<file path="src/rtl/jt49_eg_pkg.sv">
// Shared definitions for the PSG envelope front end: register addresses and R13 bit positions.
package jt49_eg_pkg;

  localparam logic [3:0] ADDR_EP_LO = 4'd11;
  localparam logic [3:0] ADDR_EP_HI = 4'd12;
  localparam logic [3:0] ADDR_SHAPE = 4'd13;

  localparam int CONT = 3;
  localparam int ATT  = 2;
  localparam int ALT  = 1;
  localparam int HOLD = 0;

endpackage

</file>
<file path="src/rtl/jt49_eg_div.sv">
// Envelope divider: cen prescaler, period counter and the step square wave.
module jt49_eg_div #(
  parameter int PRESC_W = 3,
  parameter int PER_W   = 16
) (
  input  logic             clk,
  input  logic             rst_n,
  input  logic             cen,
  input  logic             clr,
  input  logic [PER_W-1:0] per,
  output logic             step
);

  logic [PRESC_W-1:0] presc;
  logic [PER_W-1:0]   cnt;
  logic [PER_W:0]     cnt_inc;
  logic               tick;
  logic               expire;

  assign tick    = cen && (presc == {PRESC_W{1'b1}});
  // Extra bit keeps cnt+1 from wrapping; >= lets a shrunk period expire at once.
  assign cnt_inc = {1'b0, cnt} + (PER_W + 1)'(1);
  assign expire  = cnt_inc >= {1'b0, per};

  always_ff @(posedge clk or negedge rst_n) begin
    if (!rst_n) begin
      presc <= '0;
      cnt   <= '0;
      step  <= 1'b0;
    end else if (clr) begin
      presc <= '0;
      cnt   <= '0;
      step  <= 1'b0;
    end else begin
      if (cen) presc <= presc + PRESC_W'(1);
      if (tick) begin
        if (expire) begin
          cnt  <= '0;
          step <= ~step;
        end else begin
          cnt  <= cnt_inc[PER_W-1:0];
        end
      end
    end
  end

endmodule

</file>
<file path="src/rtl/jt49_eg_timer.sv">
// Envelope front end: R11/R12 period and R13 shape registers, restart pulse, step divider.
// Optional readback port enabled by defining JT49_EG_RDBK_EN.
module jt49_eg_timer
  import jt49_eg_pkg::*;
#(
  parameter int PRESC_W = 3,
  parameter int PER_W   = 16
) (
  input  logic       clk,
  input  logic       rst_n,
  input  logic       cen,
  input  logic       wr,
  input  logic [3:0] addr,
  input  logic [7:0] din,
  output logic       step,
  output logic       null_period,
  output logic       restart,
  output logic [3:0] ctrl
`ifdef JT49_EG_RDBK_EN
  ,
  output logic [7:0] dout
`endif
);

  logic [PER_W-1:0] per;
  logic [PER_W-1:0] per_nxt;
  logic             shape_wr;

  assign shape_wr = wr && (addr == ADDR_SHAPE);

  always_comb begin
    per_nxt = per;
    if (wr && addr == ADDR_EP_LO) per_nxt[7:0]  = din;
    if (wr && addr == ADDR_EP_HI) per_nxt[15:8] = din;
  end

  // null_period tracks the value being written so it lands together with per.
  always_ff @(posedge clk or negedge rst_n) begin
    if (!rst_n) begin
      per         <= '0;
      ctrl        <= 4'h0;
      restart     <= 1'b0;
      null_period <= 1'b1;
    end else begin
      per         <= per_nxt;
      null_period <= (per_nxt == '0);
      restart     <= shape_wr;
      if (shape_wr) ctrl <= {din[CONT], din[ATT], din[ALT], din[HOLD]};
    end
  end

`ifdef JT49_EG_RDBK_EN
  always_ff @(posedge clk or negedge rst_n) begin
    if (!rst_n) begin
      dout <= 8'h00;
    end else begin
      case (addr)
        ADDR_EP_LO: dout <= per[7:0];
        ADDR_EP_HI: dout <= per[15:8];
        ADDR_SHAPE: dout <= {4'h0, ctrl};
        default:    dout <= 8'h00;
      endcase
    end
  end
`endif

  jt49_eg_div #(
    .PRESC_W (PRESC_W),
    .PER_W   (PER_W)
  ) u_div (
    .clk   (clk),
    .rst_n (rst_n),
    .cen   (cen),
    .clr   (shape_wr),
    .per   (per),
    .step  (step)
  );

endmodule
</file>
<file path="config.mk">
export PLATFORM = sky130hd
export DESIGN_NAME = jt49_eg_timer
export DESIGN_NICKNAME = d
export VERILOG_FILES = /design/src/rtl/jt49_eg_pkg.sv /design/src/rtl/jt49_eg_div.sv /design/src/rtl/jt49_eg_timer.sv
export SDC_FILE = /design/constraint.sdc
export NUM_CORES = 1
export LEC_CHECK = 0
export CAP_MARGIN = 10
export CORE_MARGIN = 2
export CORE_UTILIZATION = 25
export CTS_CLUSTER_SIZE = 14
export DETAILED_ROUTE_END_ITERATION = 7
export GPL_TIMING_DRIVEN = 0
export PLACE_DENSITY = 0.54
export SLEW_MARGIN = 0
export SYNTH_ARGS = -nofsm -noshare
export SYNTH_HDL_FRONTEND = slang
export SYNTH_SLANG_ARGS = --single-unit
</file>
<file path="constraint.sdc">
create_clock -name clk -period 3.1 [get_ports clk]
set_clock_uncertainty 0.2 [all_clocks]
set_input_delay 0.31 -clock clk [delete_from_list [all_inputs] [get_ports clk]]
set_output_delay 0.31 -clock clk [all_outputs]
set_load 0.01 [all_outputs]
</file>
==> flow_summary_export.csv <==
group,metric,value,unit
clocking,cts.sinks,42,
worst_setup_path,slowest_delay,0.42,ns
worst_setup_path,arrival,3.20,ns
grt,top_usage_layer,"met2",
timing,rsz0062_at_grt,"true",
clocking,insertion_delay,0.30,ns
placed_design,routabilityCongestion,0.813,
grt,use_met2,0.195,
grt,grt_pass1_wl,10.4,mm
timing,finalMaxSlewViolations,0,
clocking,cts_made_buffers,5,
finish,layout.cells.non_filler,446,
finish,post-route-util,0.342,
floorplan,pin_count,23,
worst_setup_path,worst_path_max_delay_cell,"dfrtp_2",
finish,antenna_cells,0,
placed_design,dpl.hpwl,4.48,mm
clocking,cts_root_buf,"clkbuf_8",
finish,drive_gt1_frac,0.252,
grt,grt_usage,0.120,
clocking,clock_path_buffers,2,
placed_design,portBuffers,21,
worst_setup_path,worstPathRequired,3.12,ns
worst_setup_path,crit_buf_inv,1,
drt,via_per_inst,4.57,
grt,grtUsageMet1,0.165,
pwr,power.leakage,0.00147,uW
grt,grt_pass1_vias,2058,
logic_synthesis,synth_area,0.00250,mm2
logic_synthesis,async_reset_ff_frac,1.00,
run_status,failed_checks,"negative setup slack",
worst_setup_path,path_max_fanout,5,
flow_run,max_cap_viol_count,0,
timing,max_freq,315,MHz
pwr,p_int,1100,uW
timing,setup_slack,-0.0788,ns
drt,route.final.wire_length,6.22,mm
logic_synthesis,synth_warnings,0,
pwr,switchingPower,574,uW
timing,finalSetupTns,-0.354,ns
finish,syn2layout_area_growth,33.2,%
grt,grt_overflow,0,
timing,tightest_slew,0.581,ns
floorplan,die_w,104,um
timing,fin_crit_sh,1.03,
grt,grt_max_degree,32,
worst_setup_path,end_kind,"flop",
logic_synthesis,synth_edf_count,0,
clocking,cts.clk_slew.worst_paths,0.09,ns
worst_setup_path,cp-start-kind,"flop",
logic_synthesis,synth_flop_cell,"dfrtp_1",
logic_synthesis,syn_nets,302,
timing,slew_headroom,0.611,
drt,drc_errors,0,
floorplan,core.rowCount,36,
pwr,ir_drop,0.000290,V
timing,whs,0.191,ns
pwr,switching_share,0.342,
worst_setup_path,cpLargestDelayFamily,"simple AND/OR/NAND/NOR gates",
floorplan,core-area,0.00973,mm2
timing,min_period,3.18,ns
pwr,power_frac_seq,0.432,
drt,antenna_left,0,
worst_setup_path,crit_path_frequent_cell,"nand4_1",
run_status,outcome,"finished, violations left",
floorplan,die_h,104,um
worst_setup_path,critPathKind,"reg2reg",
clocking,cts_tree,"built",
timing,finalHoldViolations,0,
logic_synthesis,synth_cell_types,43,
pwr,p_clk_frac,0.222,
logic_synthesis,yosysSeqAreaShare,0.422,
drt,first_pass_iters,4,
logic_synthesis,syn_avg_cell_area,9.35,um2
drt,drt_iter0_drc,83,
floorplan,dieArea,0.0108,mm2
logic_synthesis,synth_cells,267,
drt,vias,2037,
timing,setup_viol,8,
worst_hold_path,hp-class,"in2reg",
pwr,total_power,1680,uW
pwr,p_per_area,504,mW/mm2
drt,wl_per_cell,14.0,um
placed_design,place_inst,422,
pwr,combPwrFrac,0.346,
grt,antenna_found_initial,0,
grt,grt_use_met3,0.0213,
clocking,cts.htree.levels,2,
finish,nNetsFinal,347,
logic_synthesis,ys_ff_latch,42,
floorplan,start_util,0.257,
worst_setup_path,cp_cell_sequence,"and4_4 -> nand4_1 -> buf_6 -> nor2_4 -> xor2_2 -> ha_1 -> nand4_1 -> nor4_4 -> a2111oi_4 -> nand3_2 -> or3_4 -> o31ai_4",
==> Yosys cell counts (3+ instances only) <==
master | n | area, um2
and3_1 | 4 | 25.0
a21o_1 | 6 | 45.0
buf_2 | 3 | 15.0
nor4_1 | 3 | 18.8
clkbuf_1 | 6 | 22.5
nor2_1 | 14 | 52.6
mux2_2 | 5 | 56.3
nand4_1 | 7 | 43.8
inv_1 | 15 | 56.3
xor2_1 | 4 | 35.0
a21oi_1 | 6 | 30.0
nand3_1 | 9 | 45.0
dfrtp_1 | 41 | 1030
or3_1 | 4 | 25.0
o21ai_0 | 24 | 120
xnor2_1 | 11 | 96.3
nand2b_1 | 3 | 18.8
nor3_1 | 4 | 20.0
ha_1 | 19 | 238
nand2_1 | 46 | 173
a211oi_1 | 3 | 22.5
==> routing by layer <==
layer  up-vias  routed length [um]
met3         5                 158
met2        27                2930
met4         0                  71
met1       979                3060
li1       1026                   -
met5         -                   0
==> worst reg2reg max path, delay by kind of cell (launching register included) <==
| kind | cells | cell delay (ns) |
|---|---|---|
| DFF | 1 | 0.42 |
| AOI/OAI and AO/OA | 2 | 0.40 |
| and+or+nand+nor | 7 | 1.41 |
| buffers and inverters | 1 | 0.21 |
| adders and majority gates | 1 | 0.27 |
| xor gates and xnor gates | 1 | 0.18 |
==> stage by stage <==
| step | setup slack, ns | cell area, um2 |
|---|---|---|
| 2_1_floorplan | 0.00786 | 2510 |
| 3_3_place_gp | -0.657 | 2890 |
| 3_5_place_dp | -0.706 | 2900 |
| 4_1_cts | -0.0373 | 3220 |
| 5_1_grt | -0.220 | 3330 |
| 6_report | -0.0788 | 3330 |
==> power by group through the flow <==
stage	Combinational, uW	Clock [uW]	Sequential (uW)
after detailed placement	474	0	738
after CTS	559	389	721
after global placement	459	0	736
after global routing	657	414	737
final	580	372	725
after floorplan	301	0	730
==> registers in the layout (all words and copies together) (netlist names) <==
| register | count |
|---|---|
| restart | 1 |
| u_div.cnt | 16 |
| u_div.step | 1 |
| ctrl | 4 |
| per | 16 |
| null_period | 1 |
| u_div.presc | 3 |
==> cell type report <==
class | count | area (um2)
fill | 1034 | 6400
multi-input combinational | 198 | 1530
sequential | 42 | 1060
timing repair buffer | 41 | 374
tap | 133 | 166
clock buffer | 5 | 68.8
inverter | 15 | 56.3
buffer | 9 | 50.0
clock inverter | 3 | 25.0
==> final timing paths <==
path | from | to | slack, ns | cells after the start
max in group asynchronous | rst_n | null_period | 1.92 | 3
hold / removal | cen | u_div.presc[0] | 0.19 | 3
setup / recovery | u_div.cnt[1] | u_div.cnt[6] | -0.08 | 12
hold reg to reg | ctrl[0] | ctrl[0] | 0.31 | 1
min in group asynchronous | rst_n | ctrl[0] | 0.25 | 2
setup reg to reg | u_div.cnt[1] | u_div.cnt[6] | -0.08 | 12
==> cells by family (layout without fill, tap and decap cells) <==
group / count (synthesis) / count (layout) / synth area share
compound gates: 55 / 55 / 0.156
xor+xnor: 15 / 15 / 0.0526
mux: 7 / 7 / 0.0306
fa+ha+maj: 19 / 19 / 0.0952
flops: 42 / 42 / 0.422
simple gates: 102 / 102 / 0.197
buf+inv: 27 / 73 / 0.0471
==> cell usage in the layout (no fill, tap or decap), types with 4 or more instances in the layout <==
cell and instances:
o21ai_0 17, clkdlybuf4s50_1 20, dfrtp_1 37, nor2_1 10
xnor2_2 4, mux2_2 5, clkbuf_8 5, nor3_1 4
o21ai_1 7, xnor2_1 7, inv_1 15, a21oi_1 6
dfrtp_2 4, nand2_1 45, or3_1 4, nand4_1 7
nand3_1 5, a21o_1 6, buf_2 4, ha_1 17
buf_4 18
==> repair_timing <==
action                                 4_1_cts  5_1_grt
pin swaps                                    9        6
hold buffers                                 1        0
gates resized for setup                     25       18
endpoints found under the hold margin       19        0
setup endpoints to repair                   17       17
buffers inserted                            14        4
No activity file was read; power rests on OpenSTA's default activity.
